**config.mk**
```make
export PLATFORM = sky130hd
export DESIGN_NAME = rr_arbiter_flat
export DESIGN_NICKNAME = d
export VERILOG_FILES = /design/src/rtl/arb_pkg.sv /design/src/rtl/rr_arbiter_if.sv /design/src/rtl/rr_pick.sv /design/src/rtl/rr_arbiter.sv /design/src/flat_wrapper.sv
export SDC_FILE = /design/constraint.sdc
export NUM_CORES = 1
export LEC_CHECK = 0
export BUFFER_PORTS_ARGS = -buffer_cell sky130_fd_sc_hd__buf_2
export CORE_MARGIN = 2
export CORE_UTILIZATION = 42
export CTS_BUF_LIST = sky130_fd_sc_hd__clkbuf_16
export DETAILED_ROUTE_END_ITERATION = 10
export SLEW_MARGIN = 20
export SYNTH_ARGS = -nofsm -noshare
export SYNTH_HDL_FRONTEND = slang
export SYNTH_SLANG_ARGS = --single-unit
```
**constraint.sdc**
```tcl
create_clock -name clk -period 5.4 [get_ports clk]
set_input_delay 0 -clock clk [delete_from_list [all_inputs] [get_ports clk]]
set_output_delay 0 -clock clk [all_outputs]
set_load 0.1 [all_outputs]
```
**src/rtl/arb_pkg.sv**
```systemverilog
// Shared types and helpers for the round-robin arbiter slice.
package arb_pkg;

    // Arbiter FSM states: no owner, or one requester holding the grant
    typedef enum logic {
        IDLE = 1'b0,
        BUSY = 1'b1
    } arb_state_t;

    // Binary index of the set bit in a one-hot vector (up to 64 requesters);
    // returns 0 for an all-zero vector
    function automatic logic [5:0] onehot_to_idx(input logic [63:0] oneHot);
        logic [5:0] idx;
        idx = '0;
        for (int i = 0; i < 64; i++) begin
            if (oneHot[i]) begin
                idx = 6'(i);
            end
        end
        return idx;
    endfunction

endpackage

```
**src/rtl/rr_arbiter_if.sv**
```systemverilog
// Request/grant bundle between the requester blocks and the arbiter.
interface rr_arbiter_if #(
    parameter int N     = 4,
    parameter int IDX_W = $clog2(N)
);
    import arb_pkg::*;

    logic [N-1:0]     req;
    logic             done;
    logic [N-1:0]     grant;
    logic [IDX_W-1:0] grant_idx;
    logic             grant_valid;
    logic             preempted;

    // Requester side: raises requests and releases the resource
    modport master (
        output req,
        output done,
        input  grant,
        input  grant_idx,
        input  grant_valid,
        input  preempted
    );

    // Arbiter side: samples requests and drives the select lines
    modport slave (
        input  req,
        input  done,
        output grant,
        output grant_idx,
        output grant_valid,
        output preempted
    );

endinterface

```
**src/rtl/rr_pick.sv**
```systemverilog
// Rotating-priority encoder: the first set request at or after ptr wins.
module rr_pick
    import arb_pkg::*;
#(
    parameter int N     = 4,
    parameter int IDX_W = $clog2(N)
) (
    input  logic [N-1:0]     i_req,
    input  logic [IDX_W-1:0] i_ptr,
    output logic [IDX_W-1:0] o_win_idx,
    output logic             o_win_valid
);

    logic [2*N-1:0] w_reqDbl;
    logic [N-1:0]   w_rot;
    logic [N-1:0]   w_rotOh;
    logic [2*N-1:0] w_ohDbl;
    logic [N-1:0]   w_winOh;

    // Rotate so ptr lands on bit 0, keep the lowest set bit, rotate back
    always_comb begin
        w_reqDbl    = {i_req, i_req} >> i_ptr;
        w_rot       = w_reqDbl[N-1:0];
        w_rotOh     = w_rot & (~w_rot + {{(N-1){1'b0}}, 1'b1});
        w_ohDbl     = {w_rotOh, w_rotOh} << i_ptr;
        w_winOh     = w_ohDbl[2*N-1:N];
        o_win_idx   = IDX_W'(onehot_to_idx(64'(w_winOh)));
        o_win_valid = |i_req;
    end

endmodule

```
**src/rtl/rr_arbiter.sv**
```systemverilog
// Round-robin arbiter: registered grant held until done, request drop,
// or the hold limit; re-arbitration on release is back-to-back.
module rr_arbiter
    import arb_pkg::*;
#(
    parameter int N        = 4,
    parameter int MAX_HOLD = 16
) (
    input  logic         clk,
    input  logic         reset,
    rr_arbiter_if.slave  bus
);

    localparam int IDX_W = $clog2(N);
    localparam int HC_W  = (MAX_HOLD == 0) ? 1 : $clog2(MAX_HOLD + 1);
    localparam logic [HC_W-1:0] HOLD_START = (MAX_HOLD == 0) ? '0 : HC_W'(1);

    arb_state_t       r_state;
    logic [N-1:0]     r_grant;
    logic [IDX_W-1:0] r_idx;
    logic             r_valid;
    logic             r_preempted;
    logic [IDX_W-1:0] r_ptr;
    logic [HC_W-1:0]  r_holdCnt;

    logic             w_busy;
    logic             w_ownerReq;
    logic             w_limit;
    logic             w_release;
    logic             w_forced;
    logic [IDX_W-1:0] w_nextPtr;
    logic [IDX_W-1:0] w_pickPtr;
    logic [IDX_W-1:0] w_winIdx;
    logic             w_winValid;

    // Release conditions for the current owner and the pointer to search from;
    // a forced release is one where only the hold limit ended the grant
    always_comb begin
        w_busy     = (r_state == BUSY);
        w_ownerReq = bus.req[r_idx];
        w_limit    = (MAX_HOLD != 0) && (r_holdCnt == HC_W'(MAX_HOLD));
        w_release  = w_busy && (bus.done || !w_ownerReq || w_limit);
        w_forced   = w_busy && w_limit && !bus.done && w_ownerReq;
        w_nextPtr  = (r_idx == IDX_W'(N - 1)) ? '0 : r_idx + IDX_W'(1);
        w_pickPtr  = w_busy ? w_nextPtr : r_ptr;
    end

    rr_pick #(
        .N     (N),
        .IDX_W (IDX_W)
    ) u_pick (
        .i_req       (bus.req),
        .i_ptr       (w_pickPtr),
        .o_win_idx   (w_winIdx),
        .o_win_valid (w_winValid)
    );

    // FSM, rotating pointer, hold counter and registered outputs
    always_ff @(posedge clk) begin
        if (reset) begin
            r_state     <= IDLE;
            r_grant     <= '0;
            r_idx       <= '0;
            r_valid     <= 1'b0;
            r_preempted <= 1'b0;
            r_ptr       <= '0;
            r_holdCnt   <= '0;
        end else begin
            case (r_state)
                IDLE: begin
                    r_preempted <= 1'b0;
                    if (w_winValid) begin
                        r_state   <= BUSY;
                        r_grant   <= {{(N-1){1'b0}}, 1'b1} << w_winIdx;
                        r_idx     <= w_winIdx;
                        r_valid   <= 1'b1;
                        r_holdCnt <= HOLD_START;
                    end
                end
                BUSY: begin
                    if (w_release) begin
                        r_ptr       <= w_nextPtr;
                        r_preempted <= w_forced;
                        if (w_winValid) begin
                            r_grant   <= {{(N-1){1'b0}}, 1'b1} << w_winIdx;
                            r_idx     <= w_winIdx;
                            r_valid   <= 1'b1;
                            r_holdCnt <= HOLD_START;
                        end else begin
                            r_state   <= IDLE;
                            r_grant   <= '0;
                            r_idx     <= '0;
                            r_valid   <= 1'b0;
                            r_holdCnt <= '0;
                        end
                    end else begin
                        r_preempted <= 1'b0;
                        if ((MAX_HOLD != 0) && (r_holdCnt < HC_W'(MAX_HOLD))) begin
                            r_holdCnt <= r_holdCnt + HC_W'(1);
                        end
                    end
                end
                default: begin
                    r_state <= IDLE;
                end
            endcase
        end
    end

    assign bus.grant       = r_grant;
    assign bus.grant_idx   = r_idx;
    assign bus.grant_valid = r_valid;
    assign bus.preempted   = r_preempted;

endmodule
```
**src/flat_wrapper.sv**
```systemverilog
// flat-port wrapper written by rule: the top's interface ports become plain ports
module rr_arbiter_flat import arb_pkg::*;
#(
    parameter int N        = 4,
    parameter int MAX_HOLD = 16
)
  (clk, reset, bus_req, bus_done, bus_grant, bus_grant_idx, bus_grant_valid, bus_preempted);
  rr_arbiter_if #(.N(N)) bus_i ();
  input  logic clk;
  input  logic reset;
  input wire logic [$bits(bus_i.req)-1:0] bus_req;
  input wire logic [$bits(bus_i.done)-1:0] bus_done;
  output wire logic [$bits(bus_i.grant)-1:0] bus_grant;
  output wire logic [$bits(bus_i.grant_idx)-1:0] bus_grant_idx;
  output wire logic [$bits(bus_i.grant_valid)-1:0] bus_grant_valid;
  output wire logic [$bits(bus_i.preempted)-1:0] bus_preempted;
  assign bus_i.req = bus_req;
  assign bus_i.done = bus_done;
  assign bus_grant = bus_i.grant;
  assign bus_grant_idx = bus_i.grant_idx;
  assign bus_grant_valid = bus_i.grant_valid;
  assign bus_preempted = bus_i.preempted;
  rr_arbiter #(.N(N), .MAX_HOLD(MAX_HOLD)) u_core (.clk(clk), .reset(reset), .bus(bus_i));
endmodule
```
==> results of run 1 <==
[worst max-delay path: stages (launching register included)]
cell,delay [ps]
dfxtp_1,540
ha_1,330
mux2i_4,240
nor2_2,60
mux2_2,260
a221o_1,340
a32o_1,270
[flip-flops by register name, summed over array words and instances, names as in the netlist]
register	count
u_core.bus.grant	4
u_core.bus.grant_idx	2
u_core.bus.grant_valid	1
u_core.bus.preempted	1
u_core.r_holdCnt	5
u_core.r_ptr	2
u_core.r_state	1
[power groups by stage]
stage	Sequential, uW	Clock, uW	Combinational, uW
finish	137	145	106
global route	138	154	113
CTS	137	149	107
detailed placement	139	0	106
global placement	139	0	106
floorplan	175	0	52.9
[final timing paths]
kind	end	slack, ps
max reg2reg	u_core.bus.grant[1]	3240
max	u_core.bus.grant[1]	3240
min	u_core.bus.grant_valid	80
min reg2reg	u_core.bus.grant[0]	460
[stage by stage]
step,area [um2],hold slack (ps),util
after floorplan,943.4,84.31,-
after global placement,1021,337.3,0.4706
after detailed placement,1021,333.9,0.4706
after CTS,1100,85.51,0.5069
after global routing,1100,108.1,0.5069
final,1100,79.92,0.5069
[cells in the mapped netlist, types with 2 or more instances]
| library cell | number |
|---|---|
| a21o_1 | 3 |
| a21oi_1 | 4 |
| a32o_1 | 2 |
| a41oi_1 | 2 |
| and2_1 | 2 |
| dfxtp_1 | 16 |
| ha_1 | 3 |
| inv_1 | 2 |
| mux2i_1 | 4 |
| nand2_1 | 5 |
| nand2b_1 | 3 |
| nand3_1 | 4 |
| nand3b_1 | 3 |
| nor2_1 | 10 |
| nor3_1 | 2 |
| nor3b_1 | 2 |
| o21ai_0 | 3 |
| o2bb2ai_1 | 2 |
[metal layers]
layer	up-vias	global-route usage
li1	409	-
met1	377	0.1869
met2	11	0.2885
met3	4	0.02924
met4	0	0.1053
met5	-	0
[logic make-up (layout without fill, tap and decap cells)]
| family | Yosys count | after routing |
|---|---|---|
| AO/OA/AOI/OAI | 27 | 27 |
| multiplexers | 7 | 7 |
| flip-flops | 16 | 16 |
| AND/OR/NAND/NOR | 40 | 40 |
| adder cells (fa/ha/maj) | 3 | 3 |
| buffers and inverters | 7 | 21 |
[layout make-up]
type | instances | area (um2)
inverter | 3 | 11.26
multi-input combinational | 77 | 584.3
timing repair buffer | 14 | 70.07
fill | 223 | 1070
sequential | 16 | 320.3
tap | 28 | 35.03
clock inverter | 1 | 3.754
clock buffer | 3 | 75.07
==> run_results.csv, run 1 <==
group,metric,value,unit
power,totalPowerFinal,387.9,uW
die,rows,17,
critical_path,arrival,2300,ps
finish,area_growth,16.58,%
global_route,grt_pass1_vias,729,
synth,synth_compound_area_frac,0.2228,
detailed_routing,num_vias,801,
detailed_routing,ant_nets,0,
detailed_routing,wl_met1,882,um
synth,ys_seq_elements,16,
placement,io_buffers,14,
die,die_h,51.40,um
finish,mostFrequentLayoutCells,"dfxtp_1 (16), buf_2 (14), nor2_1 (10)",
power,p_switching,129.5,uW
placement,pre_cts_ws,3227,ps
power,p_int,258.4,uW
synth,synth_edf_count,0,
clock_tree,clk_pin_slew_worst_paths,50,ps
critical_path,cp-end-kind,"flop",
timing,max_freq,463.0,MHz
die,start_util,0.4348,
synth,synth_async_sr_flop_share,0,
min_path,hold_class,"input pin to flop",
detailed_routing,dr_wl_met3,55,um
finish,drive_gt1_frac,0.2368,
synth,synth-simple-area-share,0.2546,
synth,seq_area_frac_synth,0.3395,
detailed_routing,drtIter0Drc,12,
die,dieArea,2641,um2
timing,finalClockSkew,2.819,ps
timing,fin_crit_sh,0.3999,
synth,netlist_area,943.4,um2
clock_tree,cts_hold_buf,0,
clock_tree,cts_tree,"done",
placement,dp_hpwl,1451,um
synth,muxShareOfSynthArea,0.1021,
synth,mappedNetlistNets,110,
finish,diodes,0,
power,seq_power_share,0.352,
die,core_area,2170,um2
critical_path,worstPathRequired,5540,ps
power,p_clk_frac,0.375,
detailed_routing,vias_per_cell,5.641,
finish,mostFrequentLayoutCell,"dfxtp_1",
finish,layout.cells.non_filler,142,
global_route,grt_pass1_wl,3222,um
min_path,hold_depth,2,
synth,synth-xor-area-share,0,
synth,ys_types,46,
detailed_routing,drc_errors,0,
detailed_routing,drt-total-wl,1942,um
clock_tree,cts_buffers,3,
placement,place_congestion,0.7244,
outcome,status,"finished, final reports clean",
power,sw_frac_of_total,0.3338,
critical_path,critical_path_class,"flop to flop",
synth,synth_top_area_share,0.3395,
timing,tightest_slew,486.3,ps
clock_tree,cts_resized,0,
detailed_routing,routed.top_layer,"met4",
synth,synth_area_leader_cell,"dfxtp_1",
synth,post_synth_inst_count,100,
die,ios,15,
synth,synth_ff_type,"dfxtp_1",
clock_tree,cts-root-buf,"clkbuf_16",
global_route,grt_overflow_total,0,
timing,setup_slack,3240,ps
timing,max_slew_margin,0.6781,
clock_tree,htreeDepth,1,
critical_path,r2r-start,"u_core.bus.grant_idx[0]",
critical_path,crit_fanout,8,
synth,yosysWarningCount,0,
synth,synth.area.top_cells,"dfxtp_1 (34%), mux2i_1 (4.2%), ha_1 (4.0%)",
finish,finalNetCount,125,
critical_path,crit_start,"u_core.bus.grant_idx[0]",
clock_tree,clockBufferDepth,2,
clock_tree,cts_sinks,16,
critical_path,reg2reg_depth,6,
clock_tree,clock_latency,250,ps
run,drv_cap,0,
timing,hold_viol,0,
global_route,grt_start_max_net_pins,13,
placement,dp_cells,138,
timing,setup_tns,0,ps
min_path,hp-start,"reset",
detailed_routing,wl_per_cell,13.68,um
critical_path,critPathLaunchType,"flop",
power,p_comb_frac,0.273,
global_route,antenna_found_initial,0,
power,irDropWorstVdd,194.0,uV
detailed_routing,wl_met2,974,um
timing,rsz0062_at_grt,"false",
synth,synth_fa_ha_area_frac,0.03979,
timing,fin_crit,2160,ps
synth,synth_top_family_by_area,"simple AND/OR/NAND/NOR gates",
global_route,grt_usage,0.1668,
synth,syn_area_per_cell,9.434,um2
power,p_per_area,352.7,nW/um2
timing,drv_slew,0,
clock_tree,cts_setup_buffers,0,
power,p_leak,0.0004335,uW
timing,setup_viol,0,
die,die_w,51.40,um
detailed_routing,drtPass1Iterations,4,
No activity file was read; power rests on OpenSTA's default activity.
==> inputs of run 2 (changes only) <==
- ABC_AREA: unset -> 1
- clock period: 5.4 -> 1.9 ns (I/O delays scaled with it)
==> run 2 against run 1 <==
Against the previous run: via count increased by 52%; power increased to 5.2 times the previous value; global-route usage increased by 1.2 points; cell count increased by 61%; clock power increased to 2.8 times the previous value; clock skew decreased by 0.98 ps; die area increased by 18%; synthesized area increased by 19%; flip-flop and latch count unchanged; hold slack got worse by 60 ps; synthesized cell count increased by 74%; sequential share of layout area decreased by 6.0 points; largest power group is now combinational cells; highest routed layer unchanged.
==> run_results.csv, run 2 <==
group,metric,value,unit
outcome,status,"finished, final reports clean",
critical_path,arrival,1990,ps
clock_tree,clock_latency,250,ps
die,die_h,55.78,um
run,drv_cap,0,
global_route,grt_pass1_vias,1110,
critical_path,worstPathRequired,2080,ps
synth,synth.area.top_cells,"dfxtp_1 (28%), nand2_1 (17%), nand3_1 (12%)",
die,ios,15,
finish,layout.cells.non_filler,229,
synth,synth_async_sr_flop_share,0,
finish,mostFrequentLayoutCells,"nand2_1 (46), nand3_1 (23), inv_1 (21)",
global_route,grt_start_max_net_pins,17,
finish,multiInputGateArea,740.7,um2
synth,seq_area_frac_synth,0.2844,
synth,syn_area_per_cell,6.472,um2
placement,io_buffers,14,
clock_tree,cts-root-buf,"clkbuf_16",
timing,setup_viol,0,
detailed_routing,vias_per_cell,5.323,
synth,mappedNetlistNets,184,
min_path,hold_class,"input pin to flop",
detailed_routing,drc_errors,0,
timing,fin_crit_sh,0.9537,
critical_path,max_stage_delay,370,ps
die,start_util,0.4505,
timing,tightest_slew,486.5,ps
placement,place_congestion,0.9034,
detailed_routing,drtIter0Drc,81,
finish,drive_gt1_frac,0.2764,
synth,post_synth_inst_count,174,
synth,synth_area_leader_cell,"dfxtp_1",
critical_path,cp-end-kind,"flop",
critical_path,critical_path_class,"flop to flop",
finish,fin_util,0.5681,
global_route,grt_overflow_total,0,
timing,fin_crit,1812,ps
global_route,top_usage_layer,"met2",
finish,diodes,0,
timing,setup_tns,0,ps
finish,stdcell_area,1420,um2
power,irDropWorstVdd,1061,uV
finish,mostFrequentLayoutCell,"nand2_1",
clock_tree,clockBufferDepth,2,
placement,dp_cells,221,
clock_tree,clk_pin_slew_worst_paths,50,ps
power,p_leak,0.0006752,uW
clock_tree,cts_buffers,3,
timing,hold_viol,0,
synth,synth_common_cells,"nand2_1 (50), nand3_1 (26), inv_1 (21)",
global_route,grt_pass1_wl,4498,um
finish,finalNetCount,210,
finish,regMostFlops,"u_core.r_holdCnt",
placement,dp_hpwl,2117,um
clock_tree,cts_tree,"done",
placement,place_area,1280,um2
power,p_per_area,1412,nW/um2
detailed_routing,wl_per_cell,12.51,um
detailed_routing,drt-total-wl,2865,um
detailed_routing,num_vias,1219,
critical_path,crit_slowest_cell,"dfxtp_4",
synth,yosysWarningCount,0,
synth,netlist_area,1126,um2
timing,drv_slew,0,
critical_path,path_common_cell,"nand2_2",
synth,ys_types,27,
critical_path,crit_fanout,8,
timing,finalClockSkew,1.841,ps
critical_path,critPathLaunchType,"flop",
synth,synth_ff_type,"dfxtp_1",
die,core_area,2500,um2
synth,ys_seq_elements,16,
global_route,grt.met3_usage,0.03488,
detailed_routing,drtPass1Iterations,5,
finish,nFillCells,237,
min_path,hold_depth,4,
detailed_routing,ant_nets,0,
synth,synth_edf_count,0,
die,rows,18,
finish,largest_reg_flops,5,
clock_tree,cts_sinks,16,
timing,max_freq,551.9,MHz
synth,synth_top_area_share,0.2844,
timing,whs,19.45,ps
finish,area_growth,26.11,%
global_route,antenna_found_initial,0,
critical_path,reg2reg_depth,10,
critical_path,cp_cell_sequence,"ha_4, o21ai_4, nand3_1, nand2_2, nor2_2, o21ai_2, nand2_1, nand2_2, nand4_1, a21oi_1",
timing,max_slew_margin,0.6779,
die,dieArea,3111,um2
finish,seq_area,329.1,um2
synth,yosysMostFrequentCell,"nand2_1",
global_route,grtUsageMet2,0.2976,
clock_tree,htreeDepth,1,
global_route,grt_usage,0.1784,
global_route,globalRouteMet1Util,0.2165,
die,die_w,55.78,um
==> run 2: final cells by class <==
cell class / instances / share of cell area
multi-input cells: 132 / 0.5216
flip-flops and latches: 16 / 0.2317
well taps: 30 / 0.02643
repair buffers: 24 / 0.1004
clock buffers: 3 / 0.05286
clock inverters: 1 / 0.002643
inverters: 23 / 0.06432
==> run 2: per-layer routing <==
| layer | vias to the layer above | wire length, um |
|---|---|---|
| met5 | - | 0 |
| met3 | 6 | 114 |
| met1 | 557 | 1318 |
| li1 | 626 | - |
| met2 | 30 | 1377 |
| met4 | 0 | 55 |
==> run 2: logic make-up (layout without fill, tap and decap cells) <==
logic type / count (synthesis) / count (layout) / synth area share
flip-flops: 16 / 16 / 0.2844
AND/OR/NAND/NOR: 102 / 102 / 0.4267
adder cells (fa/ha/maj): 3 / 3 / 0.03334
AO/OA/AOI/OAI: 26 / 26 / 0.1500
buffers and inverters: 26 / 51 / 0.09778
XOR/XNOR: 1 / 1 / 0.007779
==> run 2: report_power, final <==
group	total, uW	internal, uW	leakage, uW	switching (uW)
logic	1140	326	0.000504	812
clock network	412	279	0.0000385	133
registers	454	403	0.000133	51.4
total	2000	1010	0.000675	996
==> run 2: what timing repair did <==
action | CTS | global route
endpoints found under the setup margin | 0 | 3
hold buffers | 0 | 0
endpoints found under the hold margin | 0 | 0
gates resized for setup | 0 | 9
setup buffers | 0 | 4
==> run 2: worst max-delay path: cells and delay by family, from the launching register on <==
kind | cells | cell delay, ps
flops | 1 | 370
compound gates | 3 | 510
simple gates | 6 | 610
fa+ha+maj | 1 | 260
==> run 2: path summary, 6_finish.rpt <==
kind	slack [ps]	to	startpoint
max	90	u_core.bus.grant[1]	u_core.bus.grant_idx[0]
min reg2reg	460	u_core.bus.grant[0]	u_core.bus.grant[0]
max reg2reg	90	u_core.bus.grant[1]	u_core.bus.grant_idx[0]
min	20	u_core.bus.preempted	bus_done
==> run 2: stage by stage <==
step | power (uW) | setup slack (ps)
global placement | 1492 | 153.0
floorplan | 1324 | 17.13
global route | 2132 | -41.80
detailed placement | 1510 | 83.67
finish | 2005 | 88.00
CTS | 1925 | 59.04
==> inputs of run 3 (changes only) <==
- CORE_UTILIZATION: 42 -> 35
- GPL_TIMING_DRIVEN: unset -> 0
==> run 3 against run 2 <==
Against the previous run: cell count increased by 6.1%; worst setup slack lost 8.0 ps; sequential share of layout area shrank 0.57 points; core utilization is 9.3 points lower; critical endpoint is now u_core.bus.grant_idx[1].
==> run_results.csv, run 3 (synthesis gave the netlist of run 2 again) <==
group,metric,value,unit
timing,rsz0062_at_grt,"true",
critical_path,crit_fanout,8,
detailed_routing,ant_nets,0,
detailed_routing,vias_per_cell,4.963,
timing,max_slew_margin,0.5615,
clock_tree,clock_latency,250,ps
critical_path,critical_path_class,"flop to flop",
clock_tree,cts_sinks,16,
finish,layout.cells.non_filler,243,
die,core_area,3053,um2
min_path,hold_class,"input pin to flop",
clock_tree,htreeDepth,1,
outcome,status,"finished, final reports clean",
critical_path,cp-end-kind,"flop",
detailed_routing,drt-total-wl,2654,um
timing,hold_viol,0,
finish,area_growth,28.78,%
clock_tree,clk_pin_slew_worst_paths,50,ps
detailed_routing,drtPass1Iterations,4,
global_route,grt_pass1_vias,1039,
power,totalPowerFinal,2000,uW
critical_path,critPathLaunchType,"flop",
placement,io_buffers,13,
critical_path,r2r-start,"u_core.bus.grant_idx[0]",
die,rows,20,
die,ios,15,
global_route,grt_usage,0.1562,
timing,fin_crit,1820,ps
finish,largest_reg_flops,5,
critical_path,cp_cell_sequence,"ha_4, o21ai_4, buf_6, nand2_1, nand2_1, nor2_2, o21ai_2, nand2_1, nand2_2, nand2_1, nand2_1, a21oi_2",
placement,place_congestion,0.8987,
critical_path,path_common_cell,"nand2_1",
critical_path,reg2reg_depth,12,
die,die_w,60.72,um
min_path,hp-start,"bus_done",
critical_path,r2r_slack,80,ps
clock_tree,cts_buffers,3,
die,dieArea,3687,um2
timing,setup_viol,0,
finish,fin_util,0.4750,
global_route,grt_overflow_total,0,
placement,dp_cells,231,
timing,setup_slack,80.02,ps
clock_tree,cts-root-buf,"clkbuf_16",
finish,drive_gt1_frac,0.2663,
die,start_util,0.3689,
power,p_leak,0.0006749,uW
timing,tightest_slew,651.7,ps
detailed_routing,drc_errors,0,
run,drv_cap,0,
min_path,hold_depth,4,
min_path,min_to,"u_core.bus.preempted",
timing,max_freq,549.5,MHz
clock_tree,cts_tree,"done",
detailed_routing,drtIter0Drc,89,
critical_path,arrival,1930,ps
timing,finalClockSkew,4.635,ps
critical_path,worstPathRequired,2010,ps
finish,mostFrequentLayoutCells,"nand2_1 (46), nand3_1 (24), inv_1 (20)",
power,p_per_area,1379,nW/um2
global_route,antenna_found_initial,0,
placement,dp_hpwl,2067,um
detailed_routing,wl_per_cell,10.92,um
finish,regMostFlops,"u_core.r_holdCnt",
finish,diodes,0,
timing,fin_crit_sh,0.9579,
die,die_h,60.72,um
detailed_routing,num_vias,1206,
global_route,grt_start_max_net_pins,11,
critical_path,max_stage_delay,370,ps
global_route,grt_pass1_wl,4388,um
finish,finalNetCount,210,
power,irDropWorstVdd,611.0,uV
placement,pre_cts_ws,-30.84,ps
critical_path,crit_slowest_cell,"dfxtp_4",
critical_path,r2r-end,"u_core.bus.grant_idx[1]",
timing,drv_slew,0,
clock_tree,cts_hold_buf,0,
finish,mostFrequentLayoutCell,"nand2_1",
clock_tree,clockBufferDepth,2,
==> run 3: worst max path at each step <==
stage                                  from                 endpoint  slack (ps)  cells after the start
floorplan           u_core.bus.grant_idx[0]  u_core.bus.grant_idx[1]          20                     11
global placement        u_core.r_holdCnt[0]      u_core.r_holdCnt[1]          30                     11
detailed placement      u_core.r_holdCnt[0]      u_core.r_holdCnt[2]         -30                     11
CTS                 u_core.bus.grant_idx[0]  u_core.bus.grant_idx[1]          40                     11
global route        u_core.bus.grant_idx[0]  u_core.bus.grant_idx[1]          -8                     13
finish              u_core.bus.grant_idx[0]  u_core.bus.grant_idx[1]          80                     12
==> run 3: critical path, delay by kind of cell (launching register included) <==
kind | cells | cell delay [ps]
simple gates | 7 | 470
buf+inv | 1 | 150
flops | 1 | 370
fa+ha+maj | 1 | 260
compound gates | 3 | 430
==> run 3: cell type report <==
cell class / instances / area [um2]
flip-flops and latches: 16 / 327.8
clock inverters: 1 / 3.754
well taps: 44 / 55.05
multi-input cells: 132 / 749.5
clock buffers: 3 / 75.07
repair buffers: 21 / 128.9
inverters: 23 / 91.34
plain buffers: 3 / 18.77
fillers: 324 / 1603
==> run 3: report_power, final <==
part	switching, uW	leakage [uW]	internal, uW	total (uW)
clock	126	0.0000385	279	405
combinational	804	0.000504	335	1140
sequential	53.7	0.000133	403	456
total	984	0.000675	1020	2000
==> run 3: metrics by stage <==
stage	hold slack (ps)	area, um2	TNS, ps
floorplan	150.6	1146	0
global placement	271.5	1266	0
detailed placement	280.2	1266	-58.20
CTS	22.11	1349	0
global route	53.37	1450	-7.660
finish	20.93	1450	0
==> run 3: what timing repair did <==
item	in CTS	in global routing
setup buffers	0	8
endpoints found under the setup margin	4	11
pin swaps	0	5
hold endpoints to repair	0	0
resized for setup	1	14
==> run 3: metal layers <==
metal / global-route usage / wire, um / vias up
met5: 0 / 0 / -
met4: 0.06832 / 40 / 0
met3: 0.02345 / 100 / 4
met2: 0.2719 / 1307 / 26
met1: 0.1902 / 1205 / 551
li1: - / - / 625
